===== src/rtl/bullet_hit_scanner_pkg.sv =====
// bullet_hit_scanner_pkg: bullet colour encodings, scanner states and the
// position/size field slices shared with the bullet store.
package bullet_hit_scanner_pkg;

    typedef enum logic [1:0] {
        COLOR_WHITE = 2'd0,
        COLOR_GREEN = 2'd1,
        COLOR_BLUE  = 2'd2,
        COLOR_NONE  = 2'd3
    } color_e;

    typedef enum logic [1:0] {
        S_IDLE,
        S_ADDR,
        S_TEST,
        S_APPLY
    } state_e;

    // Upper byte: x for positions, width for sizes.
    function automatic logic [7:0] field_hi(input logic [15:0] v);
        return v[15:8];
    endfunction

    // Lower byte: y for positions, height for sizes.
    function automatic logic [7:0] field_lo(input logic [15:0] v);
        return v[7:0];
    endfunction

endpackage


===== src/rtl/bullet_hit_scanner_aabb.sv =====
// aabb_overlap: combinational 8-bit box overlap; 9-bit edge sums never wrap,
// touching edges and empty boxes do not count.
module aabb_overlap
    import bullet_hit_scanner_pkg::*;
(
    input  logic [15:0] a_pos_i,
    input  logic [15:0] a_size_i,
    input  logic [15:0] b_pos_i,
    input  logic [15:0] b_size_i,
    output logic        hit_o
);

    logic [8:0] ax, ay, aw, ah, bx, by, bw, bh;

    assign ax = {1'b0, field_hi(a_pos_i)};
    assign ay = {1'b0, field_lo(a_pos_i)};
    assign aw = {1'b0, field_hi(a_size_i)};
    assign ah = {1'b0, field_lo(a_size_i)};
    assign bx = {1'b0, field_hi(b_pos_i)};
    assign by = {1'b0, field_lo(b_pos_i)};
    assign bw = {1'b0, field_hi(b_size_i)};
    assign bh = {1'b0, field_lo(b_size_i)};

    assign hit_o = (aw != 9'd0) && (ah != 9'd0) && (bw != 9'd0) && (bh != 9'd0) &&
                   (bx < ax + aw) && (ax < bx + bw) &&
                   (by < ay + ah) && (ay < by + bh);

endmodule


===== src/rtl/bullet_hit_scanner.sv =====
// bullet_hit_scanner: per-frame scan of the bullet store against the player box;
// produces the hit mask that clears bullets and owns player HP, iframes and death.
module bullet_hit_scanner
    import bullet_hit_scanner_pkg::*;
#(
    parameter int NUM_BULLETS = 3,
    parameter int HP_MAX      = 20,
    parameter int DMG         = 4,
    parameter int HEAL        = 2,
    parameter int IFRAMES     = 30
) (
    input  logic        clk,
    input  logic        reset,
    input  logic        frame_tick,
    input  logic [15:0] player_pos,
    input  logic [15:0] player_size,
    input  logic        player_moving,
    output logic [2:0]  bullet_index,
    input  logic [15:0] bullet_pos,
    input  logic [15:0] bullet_size,
    input  logic [1:0]  bullet_color,
    input  logic        bullet_render,
    output logic [7:0]  hit_mask,
    output logic        hit_valid,
    output logic [7:0]  hp,
    output logic        invuln,
    output logic        dead,
    output logic        busy
);

    state_e      state_q, state_d;
    logic [2:0]  idx_q, idx_d;
    logic [7:0]  scratch_q, scratch_d;
    logic [2:0]  ndmg_q, ndmg_d;
    logic [2:0]  nheal_q, nheal_d;
    logic [7:0]  hit_mask_q, hit_mask_d;
    logic        hit_valid_q, hit_valid_d;
    logic [7:0]  hp_q, hp_d;
    logic [7:0]  iframe_q, iframe_d;
    logic        dead_q, dead_d;

    logic        overlap;
    logic        slot_hit;
    logic        last_slot;
    logic [9:0]  hp_sum;
    logic [7:0]  hp_sat;
    color_e      col;

    aabb_overlap u_aabb (
        .a_pos_i  (player_pos),
        .a_size_i (player_size),
        .b_pos_i  (bullet_pos),
        .b_size_i (bullet_size),
        .hit_o    (overlap)
    );

    assign col       = color_e'(bullet_color);
    assign slot_hit  = bullet_render && (col != COLOR_NONE) && overlap &&
                       ((col != COLOR_BLUE) || player_moving);
    assign last_slot = (idx_q == 3'(NUM_BULLETS - 1));

    // Two's-complement in 10 bits: bit 9 set means the result went negative.
    assign hp_sum = {2'b00, hp_q}
                  - (invuln ? 10'd0 : 10'(ndmg_q) * 10'(DMG))
                  + 10'(nheal_q) * 10'(HEAL);
    assign hp_sat = hp_sum[9] ? 8'd0 :
                    (hp_sum > 10'(HP_MAX)) ? 8'(HP_MAX) : hp_sum[7:0];

    always_comb begin
        state_d     = state_q;
        idx_d       = idx_q;
        scratch_d   = scratch_q;
        ndmg_d      = ndmg_q;
        nheal_d     = nheal_q;
        hit_mask_d  = hit_mask_q;
        hit_valid_d = 1'b0;
        hp_d        = hp_q;
        dead_d      = dead_q;
        iframe_d    = (frame_tick && iframe_q != 8'd0) ? iframe_q - 8'd1 : iframe_q;
        case (state_q)
            S_IDLE: begin
                if (frame_tick && !dead_q) begin
                    state_d   = S_ADDR;
                    idx_d     = 3'd0;
                    scratch_d = 8'd0;
                    ndmg_d    = 3'd0;
                    nheal_d   = 3'd0;
                end
            end
            S_ADDR: state_d = S_TEST;
            S_TEST: begin
                if (slot_hit) begin
                    scratch_d[idx_q] = 1'b1;
                    nheal_d = (col == COLOR_GREEN) ? nheal_q + 3'd1 : nheal_q;
                    ndmg_d  = (col == COLOR_GREEN) ? ndmg_q : ndmg_q + 3'd1;
                end
                state_d = last_slot ? S_APPLY : S_ADDR;
                idx_d   = last_slot ? idx_q : idx_q + 3'd1;
            end
            S_APPLY: begin
                hp_d        = hp_sat;
                hit_mask_d  = scratch_q;
                hit_valid_d = 1'b1;
                dead_d      = (hp_sat == 8'd0);
                iframe_d    = (ndmg_q != 3'd0 && !invuln) ? 8'(IFRAMES) : iframe_d;
                state_d     = S_IDLE;
            end
            default: state_d = S_IDLE;
        endcase
    end

    always_ff @(posedge clk) begin
        if (reset) begin
            state_q     <= S_IDLE;
            idx_q       <= 3'd0;
            scratch_q   <= 8'd0;
            ndmg_q      <= 3'd0;
            nheal_q     <= 3'd0;
            hit_mask_q  <= 8'd0;
            hit_valid_q <= 1'b0;
            hp_q        <= 8'(HP_MAX);
            iframe_q    <= 8'd0;
            dead_q      <= 1'b0;
        end else begin
            state_q     <= state_d;
            idx_q       <= idx_d;
            scratch_q   <= scratch_d;
            ndmg_q      <= ndmg_d;
            nheal_q     <= nheal_d;
            hit_mask_q  <= hit_mask_d;
            hit_valid_q <= hit_valid_d;
            hp_q        <= hp_d;
            iframe_q    <= iframe_d;
            dead_q      <= dead_d;
        end
    end

    assign bullet_index = idx_q;
    assign hit_mask     = hit_mask_q;
    assign hit_valid    = hit_valid_q;
    assign hp           = hp_q;
    assign invuln       = (iframe_q != 8'd0);
    assign dead         = dead_q;
    assign busy         = (state_q != S_IDLE);

endmodule

===== config.mk =====
export PLATFORM = sky130hd
export DESIGN_NAME = bullet_hit_scanner
export DESIGN_NICKNAME = d
export VERILOG_FILES = /design/src/rtl/bullet_hit_scanner_pkg.sv /design/src/rtl/bullet_hit_scanner_aabb.sv /design/src/rtl/bullet_hit_scanner.sv
export SDC_FILE = /design/constraint.sdc
export NUM_CORES = 1
export LEC_CHECK = 0
export CORE_MARGIN = 1
export CORE_UTILIZATION = 50
export DETAILED_ROUTE_END_ITERATION = 7
export PLACE_DENSITY = 0.8
export SETUP_SLACK_MARGIN = 0.4
export SLEW_MARGIN = 25
export SYNTH_ARGS = -nofsm -noshare
export SYNTH_HDL_FRONTEND = slang
export SYNTH_SLANG_ARGS = --single-unit

===== constraint.sdc =====
create_clock -name clk -period 4.8 [get_ports clk]
set_input_delay 0.72 -clock clk [delete_from_list [all_inputs] [get_ports clk]]
set_output_delay 0.72 -clock clk [all_outputs]
set_load 0.05 [all_outputs]

# Word level (Yosys, flattened, before mapping)
# Cells that the tools add are included.
[totals]
reg_bits = 45
latch_bits = 0
mem_bits_rw = 0
romBits = 0
mem_count = 0
[op_classes]
addsub = 10
multipliers = 0
div_mod_pow = 0
n_lt_le_gt_ge = 7
eq_ne = 12
shift = 0
muxes = 24
bitwise_logic = 1
reduce_logical = 31
[op_table]
columns = ["cell", "count"]
rows = [
  ["8-bit two-way mux", 7],
  ["8-bit by 8-bit adder with 9-bit output", 4],
  ["8-bit by 9-bit less-than comparator with 1-bit output", 4],
  ["9-bit nonzero test", 4],
  ["3-bit two-way mux", 6],
  ["3-bit case mux with 2 select lines", 3],
  ["8-bit case mux with 2 select lines", 1],
  ["1-bit logical AND", 14],
  ["2-bit inequality test (second input constant)", 7],
  ["9-bit by 5-bit adder with 10-bit output", 1],
  ["10-bit by 5-bit > comparator with 1-bit output (second input constant)", 1],
  ["3-bit by 1-bit adder with 3-bit output (second input constant)", 3],
  ["8-bit by 5-bit subtractor with 9-bit output", 1],
  ["8-bit logical NOT", 1],
  ["8-bit bitwise OR", 1],
  ["2-bit case mux with 4 select lines", 1],
  ["4-bit AND reduction", 2],
  ["8-bit nonzero test", 1],
  ["8-bit by 1-bit subtractor with 8-bit output (second input constant)", 1],
  ["3-bit AND reduction", 2],
  ["5-bit two-way mux", 1],
  ["2-bit by 1-bit == test with 1-bit output (second input constant)", 2],
  ["2-bit == test (second input constant)", 2],
  ["3-bit by 4-bit less-than comparator with 1-bit output (second input constant)", 1],
  ["10 further kinds", 14],
]

# Logic depth before layout (Yosys ltp)
[depth]
word_depth = 12
ltp_mapped = 17

# Modules after synthesis
# From an unflattened synthesis, not the netlist that was laid out.
[hier_totals]
hier_cells = 511
area_unflattened_um2 = 4165.2
[modules_own_cells]
columns = ["module", "n_inst", "cells_each", "area_per_inst_um2", "seq_area_each_um2"]
rows = [
  ["bullet_hit_scanner", 1, 278, 2268.4, 900.9],
  ["aabb_overlap", 1, 233, 1896.8, 0.0],
]

# Worst setup path after synthesis
# No wires, ideal clock.
[synth_timing]
path_type = "register to register"
startpoint = "register iframe_q[0]"
endpoint = "register hp_q[2], in the netlist hp[2]"
setup_time_ns = 0.120
arrival_time_ns = 3.736
path_slack_ns = 0.945
stages_incl_launch_ff = 18
synth_period_minus_slack_ns = 3.855
cell_sequence = "dfxtp_1 -> inv_1 -> ha_1 -> and3_1 -> inv_1 -> nor2_1 -> ha_1 -> fa_1 -> inv_1 -> ha_1 -> a21oi_1 -> a21oi_1 -> o21bai_1 -> a32oi_1 -> a2111o_1 -> o31ai_4 -> a211oi_1 -> a211o_1"
[synth_via]
elab_chain_cells = 7
[synth_rtl]
columns = ["element", "line", "rtl"]
rows = [
  ["start: declaration", "bullet_hit_scanner.sv:39", "logic [7:0] iframe_q, iframe_d;"],
  ["start signal: assignment", "bullet_hit_scanner.sv:133", "iframe_q <= iframe_d;"],
  ["8-bit nonzero test (*)", "bullet_hit_scanner.sv:142", "assign invuln = (iframe_q != 8'd0);"],
  ["net invuln", "bullet_hit_scanner.sv:26", "output logic invuln,"],
  ["5-bit two-way mux (*)", "bullet_hit_scanner.sv:64", "- (invuln ? 10'd0 : 10'(ndmg_q) * 10'(DMG))"],
  ["8-bit by 5-bit subtractor with 9-bit output (*)", "bullet_hit_scanner.sv:64", ""],
  ["9-bit by 5-bit adder with 10-bit output (*)", "bullet_hit_scanner.sv:65", "+ 10'(nheal_q) * 10'(HEAL);"],
  ["10-bit by 5-bit > comparator with 1-bit output", "bullet_hit_scanner.sv:67", "(hp_sum > 10'(HP_MAX)) ? 8'(HP_MAX) : hp_sum[7:0];"],
  ["8-bit two-way mux", "bullet_hit_scanner.sv:67", ""],
  ["8-bit two-way mux (*)", "bullet_hit_scanner.sv:66", "assign hp_sat = hp_sum[9] ? 8'd0 :"],
  ["end signal: assignment", "bullet_hit_scanner.sv:121", "hp_q <= 8'(HP_MAX);"],
  ["end signal: assignment", "bullet_hit_scanner.sv:132", "hp_q <= hp_d;"],
  ["end: declaration", "bullet_hit_scanner.sv:38", "logic [7:0] hp_q, hp_d;"],
]
# Mark *: on every way through the listed nets, which the timed path passes. The rest lies on a longest branch.
# A chain may end at the register's enable or synchronous reset.

# Final worst setup path
[layout_timing]
startpoint = "input bullet_pos[1]"
endpoint = "register nheal_q[0]"
[layout_via]
elab_chain_cells = 7
[layout_rtl]
columns = ["element", "line", "rtl"]
rows = [
  ["start: declaration", "bullet_hit_scanner.sv:19", "input logic [15:0] bullet_pos,"],
  ["8-bit by 8-bit adder with 9-bit output / 8-bit by 9-bit less-than comparator with 1-bit output (equally long branches)", "bullet_hit_scanner_aabb.sv:26", "(by < ay + ah) && (ay < by + bh);"],
  ["8-bit by 9-bit less-than comparator with 1-bit output / 1-bit logical AND (equally long branches)", "bullet_hit_scanner_aabb.sv:26, bullet_hit_scanner_aabb.sv:25", ""],
  ["1-bit logical AND (*)", "bullet_hit_scanner_aabb.sv:26", ""],
  ["1-bit logical AND (*) (2 in a row)", "bullet_hit_scanner.sv:58", "assign slot_hit = bullet_render && (col != COLOR_NONE) && overlap &&"],
  ["2-bit inequality test (no line) (*)", "n/a", ""],
  ["4-bit AND reduction (no line) (*)", "n/a", ""],
  ["end signal: assignment", "bullet_hit_scanner.sv:129", "nheal_q <= nheal_d;"],
  ["end: declaration", "bullet_hit_scanner.sv:35", "logic [2:0] nheal_q, nheal_d;"],
]
# Every way passes the cells marked *; elsewhere a longest branch is shown, timed or not.

==> impl_metrics.yaml <==
global_route:
  grt_pass1_wl_um: 17130
  grt_pass1_vias: 3840
  grt_usage_pct: 24.50
  antenna_found_initial: 0
  grt.overflow.total: 0
  grt_max_degree: 22
hold_path:
  min_from: "hit_mask[5]$_SDFFE_PP0P_"
  min_path_type: "flop to flop"
detailed_routing:
  ant_nets: 0
  drt-initial-drc-count: 175
  via_per_inst: 5.666
  vias: 3938
  met2_length_um: 5055
  wl_per_cell_um: 15.08
  highest_layer: "met4"
  wl_met1_um: 4857
  drc: 0
  firstDrtPassIters: 4
  wl_um: 10480
  wl_met3_um: 368
floorplanning:
  dieArea_um2: 8669
  rows: 32
  die_x_um: 93.11
  die_h_um: 93.11
  coreArea_um2: 7888
  floorplan.initialDensity_pct: 52.62
  ios: 94
clocking:
  max-clock-path-buffers: 2
  hold_buffers: 0
  cts.clk_slew.worst_paths_ns: 0.09
  tritoncts: "yes"
  clock_latency_ns: 0.31
  h-tree-depth: 2
  numCtsBuffers: 5
  cts_root_buf: "clkbuf_8"
  cts.sinks: 45
setup_path:
  endpoint_kind: "flop"
  cp-start-kind: "input pin"
  r2r_start: "iframe_q[3]$_SDFF_PP0_"
  critPathLaunch: "bullet_pos[1]"
  crit_fanout: 9
  path_class: "input pin to flop"
  critical_path.max_stage_delay_ns: 0.48
  arrival_ns: 4.36
  cp_slowest_cell: "clkdlybuf4s50_1"
  required_ns: 5.05
  crit_chain: "clkdlybuf4s50_1 > ha_1 > a21o_1 > a21oi_1 > o21bai_1 > a21oi_1 > o21ai_0 > xnor2_1 > ha_1 > a211oi_1 > o21ai_0 > a41o_1 > o211ai_1 > o2111a_2 > nand2_1 > mux2_1 > nor2_1"
placement:
  io_buffers: 93
  gp_congestion: 0.9184
  dpl.hpwl_um: 8578
layout:
  nets: 742
  area.growth.synth_to_final_pct: 27.43
  diodes: 0
  drive_gt1_share_pct: 3.879
logic_synthesis:
  yosys.area_share.simple_pct: 18.72
  ys_warn_count: 0
  syn_area_um2: 4150
  ys_types: 53
  postSynthAreaPerCell_um2: 8.284
  synth_top_family_by_area: "adder cells"
  ys_seq_area_share_pct: 21.71
  ys_ff_latch: 45
  synth_xor_area_share_pct: 7.597
  synth.net_count: 651
  synthMuxAreaShare_pct: 0.2713
  synth_edf_count: 0
  synth-compound-area-share_pct: 22.73
  ys.flop_type: "dfxtp_1"
  synth_cells: 501
  synthAdderAreaFrac_pct: 24.90
  synth-async-reset-ratio_pct: 0
sta:
  rsz0062_at_grt: "true"
  fin_tns_setup_ns: 0
  final.period_utilization_pct: 85.77
  fmax_ghz: 0.2429
  min_period_ns: 4.117
  relSlewSlack_pct: 57.42
  tightest_slew_ns: 0.6372
  setup_viol: 0
  hold_viol_final: 0
  maxSlewViolCount: 0
  finClkSkew_ns: 0.007133
pwr:
  max-vdd-ir-drop_mv: 0.2956
  leakagePower_uw: 0.002179
  power.density_nw_per_um2: 254.1
  finalPower_uw: 1344
job:
  cap_violations: 0
outcome:
  outcome: "finished clean"
-- state kept, by name (all words and copies together), names as in the netlist --
register	cells
dead	1
hp	8
hit_valid	1
nheal_q	3
state_q	2
hit_mask	8
bullet_index	3
ndmg_q	3
scratch_q	8
iframe_q	8
-- power breakdown --
| part | total, uW | switching, uW | internal, uW |
|---|---|---|---|
| sequential | 449 | 38.9 | 410 |
| clock | 259 | 140 | 120 |
| combinational | 636 | 343 | 293 |
| total | 1340 | 521 | 823 |
-- per-layer routing --
| metal | global-route usage (%) | up-vias |
|---|---|---|
| li1 | - | 2003 |
| met1 | 30.40 | 1830 |
| met2 | 44.00 | 86 |
| met3 | 3.252 | 19 |
| met4 | 7.051 | 0 |
| met5 | 0 | - |
-- cells in the mapped netlist (9+ instances only) --
cell type | n | area share, %
o21bai_1 | 10 | 1.8
a21o_1 | 9 | 1.6
nor4_1 | 12 | 1.8
dfxtp_1 | 45 | 22
nand2_1 | 40 | 3.6
a21oi_1 | 53 | 6.4
nand3_1 | 12 | 1.4
clkbuf_1 | 9 | 0.81
xor2_1 | 15 | 3.2
nor2_1 | 37 | 3.3
xnor2_1 | 21 | 4.4
ha_1 | 73 | 22
o21ai_0 | 27 | 3.3
inv_1 | 31 | 2.8
a211oi_1 | 13 | 2.4
-- repair_timing --
action | CTS | global route
buffers inserted | 0 | 0
endpoints found under the setup margin | 0 | 12
resized for setup | 0 | 4
-- final timing paths --
path              slack [ns]  cells after the start                       end
setup reg to reg        0.75                     16        hp[2]$_SDFFE_PP1P_
setup / recovery        0.68                     17   nheal_q[0]$_SDFFE_PP0P_
hold / removal          0.46                      2  hit_mask[5]$_SDFFE_PP0P_
hold reg to reg         0.46                      2  hit_mask[5]$_SDFFE_PP0P_
-- cell type report --
cell class / instances / area, um^2
Clock buffer: 6 / 82.58
Tap cell: 102 / 127.6
Fill cell: 646 / 2599
Multi-Input combinational cell: 414 / 3098
Timing Repair Buffer: 95 / 945.9
Clock inverter: 2 / 17.52
Sequential cell: 45 / 900.9
Inverter: 31 / 116.4
-- critical path: cells and delay by family --
kind,cells,cell delay (ns)
adder cells (fa/ha/maj),2,0.61
AND/OR/NAND/NOR,2,0.20
multiplexers,1,0.32
XOR/XNOR,1,0.16
buffers and inverters,1,0.48
AO/OA/AOI/OAI,10,1.87
-- through the flow --
step                      hold slack [ns]  setup WS (ns)  std cells  utilization [%]  instance area (um^2)
final                              0.4630         0.6829        695            67.05                  5289
after global routing               0.4783         0.3765        695            67.05                  5289
after CTS                          0.4645         0.5972        695            66.83                  5271
after detailed placement           0.4490         0.2794        687            65.56                  5171
after global placement             0.4448         0.4891        687            65.56                  5171
after floorplan                    0.4314         0.9446        501                -                  4150
-- placed cells by master, fill, tap and decap left out, drive strengths merged, types with 5 or more instances in the layout --
cell type / Yosys / routed
nor3: 8 / 8
dfxtp: 45 / 45
inv: 31 / 32
o21ai: 28 / 28
nor4: 12 / 12
nand4b: 5 / 5
nor2b: 6 / 6
o21bai: 10 / 10
nand2: 40 / 40
nor2: 37 / 37
nand3: 12 / 12
a211oi: 13 / 13
a21o: 9 / 9
a31oi: 5 / 5
nor3b: 8 / 8
xnor2: 21 / 21
nand2b: 7 / 7
a21oi: 54 / 54
ha: 73 / 73
fa: 6 / 6
a211o: 5 / 5
clkdlybuf4s50: 0 / 93
xor2: 15 / 15
clkbuf: 9 / 6
-- logic make-up after synthesis --
group                      Yosys count
AOI/OAI and AO/OA                  146
xor gates and xnor gates            36
adders and majority gates           79
buffers and inverters               42
DFF                                 45
muxes                                1
and+or+nand+nor                    152
(Power assumes the default switching activity.)
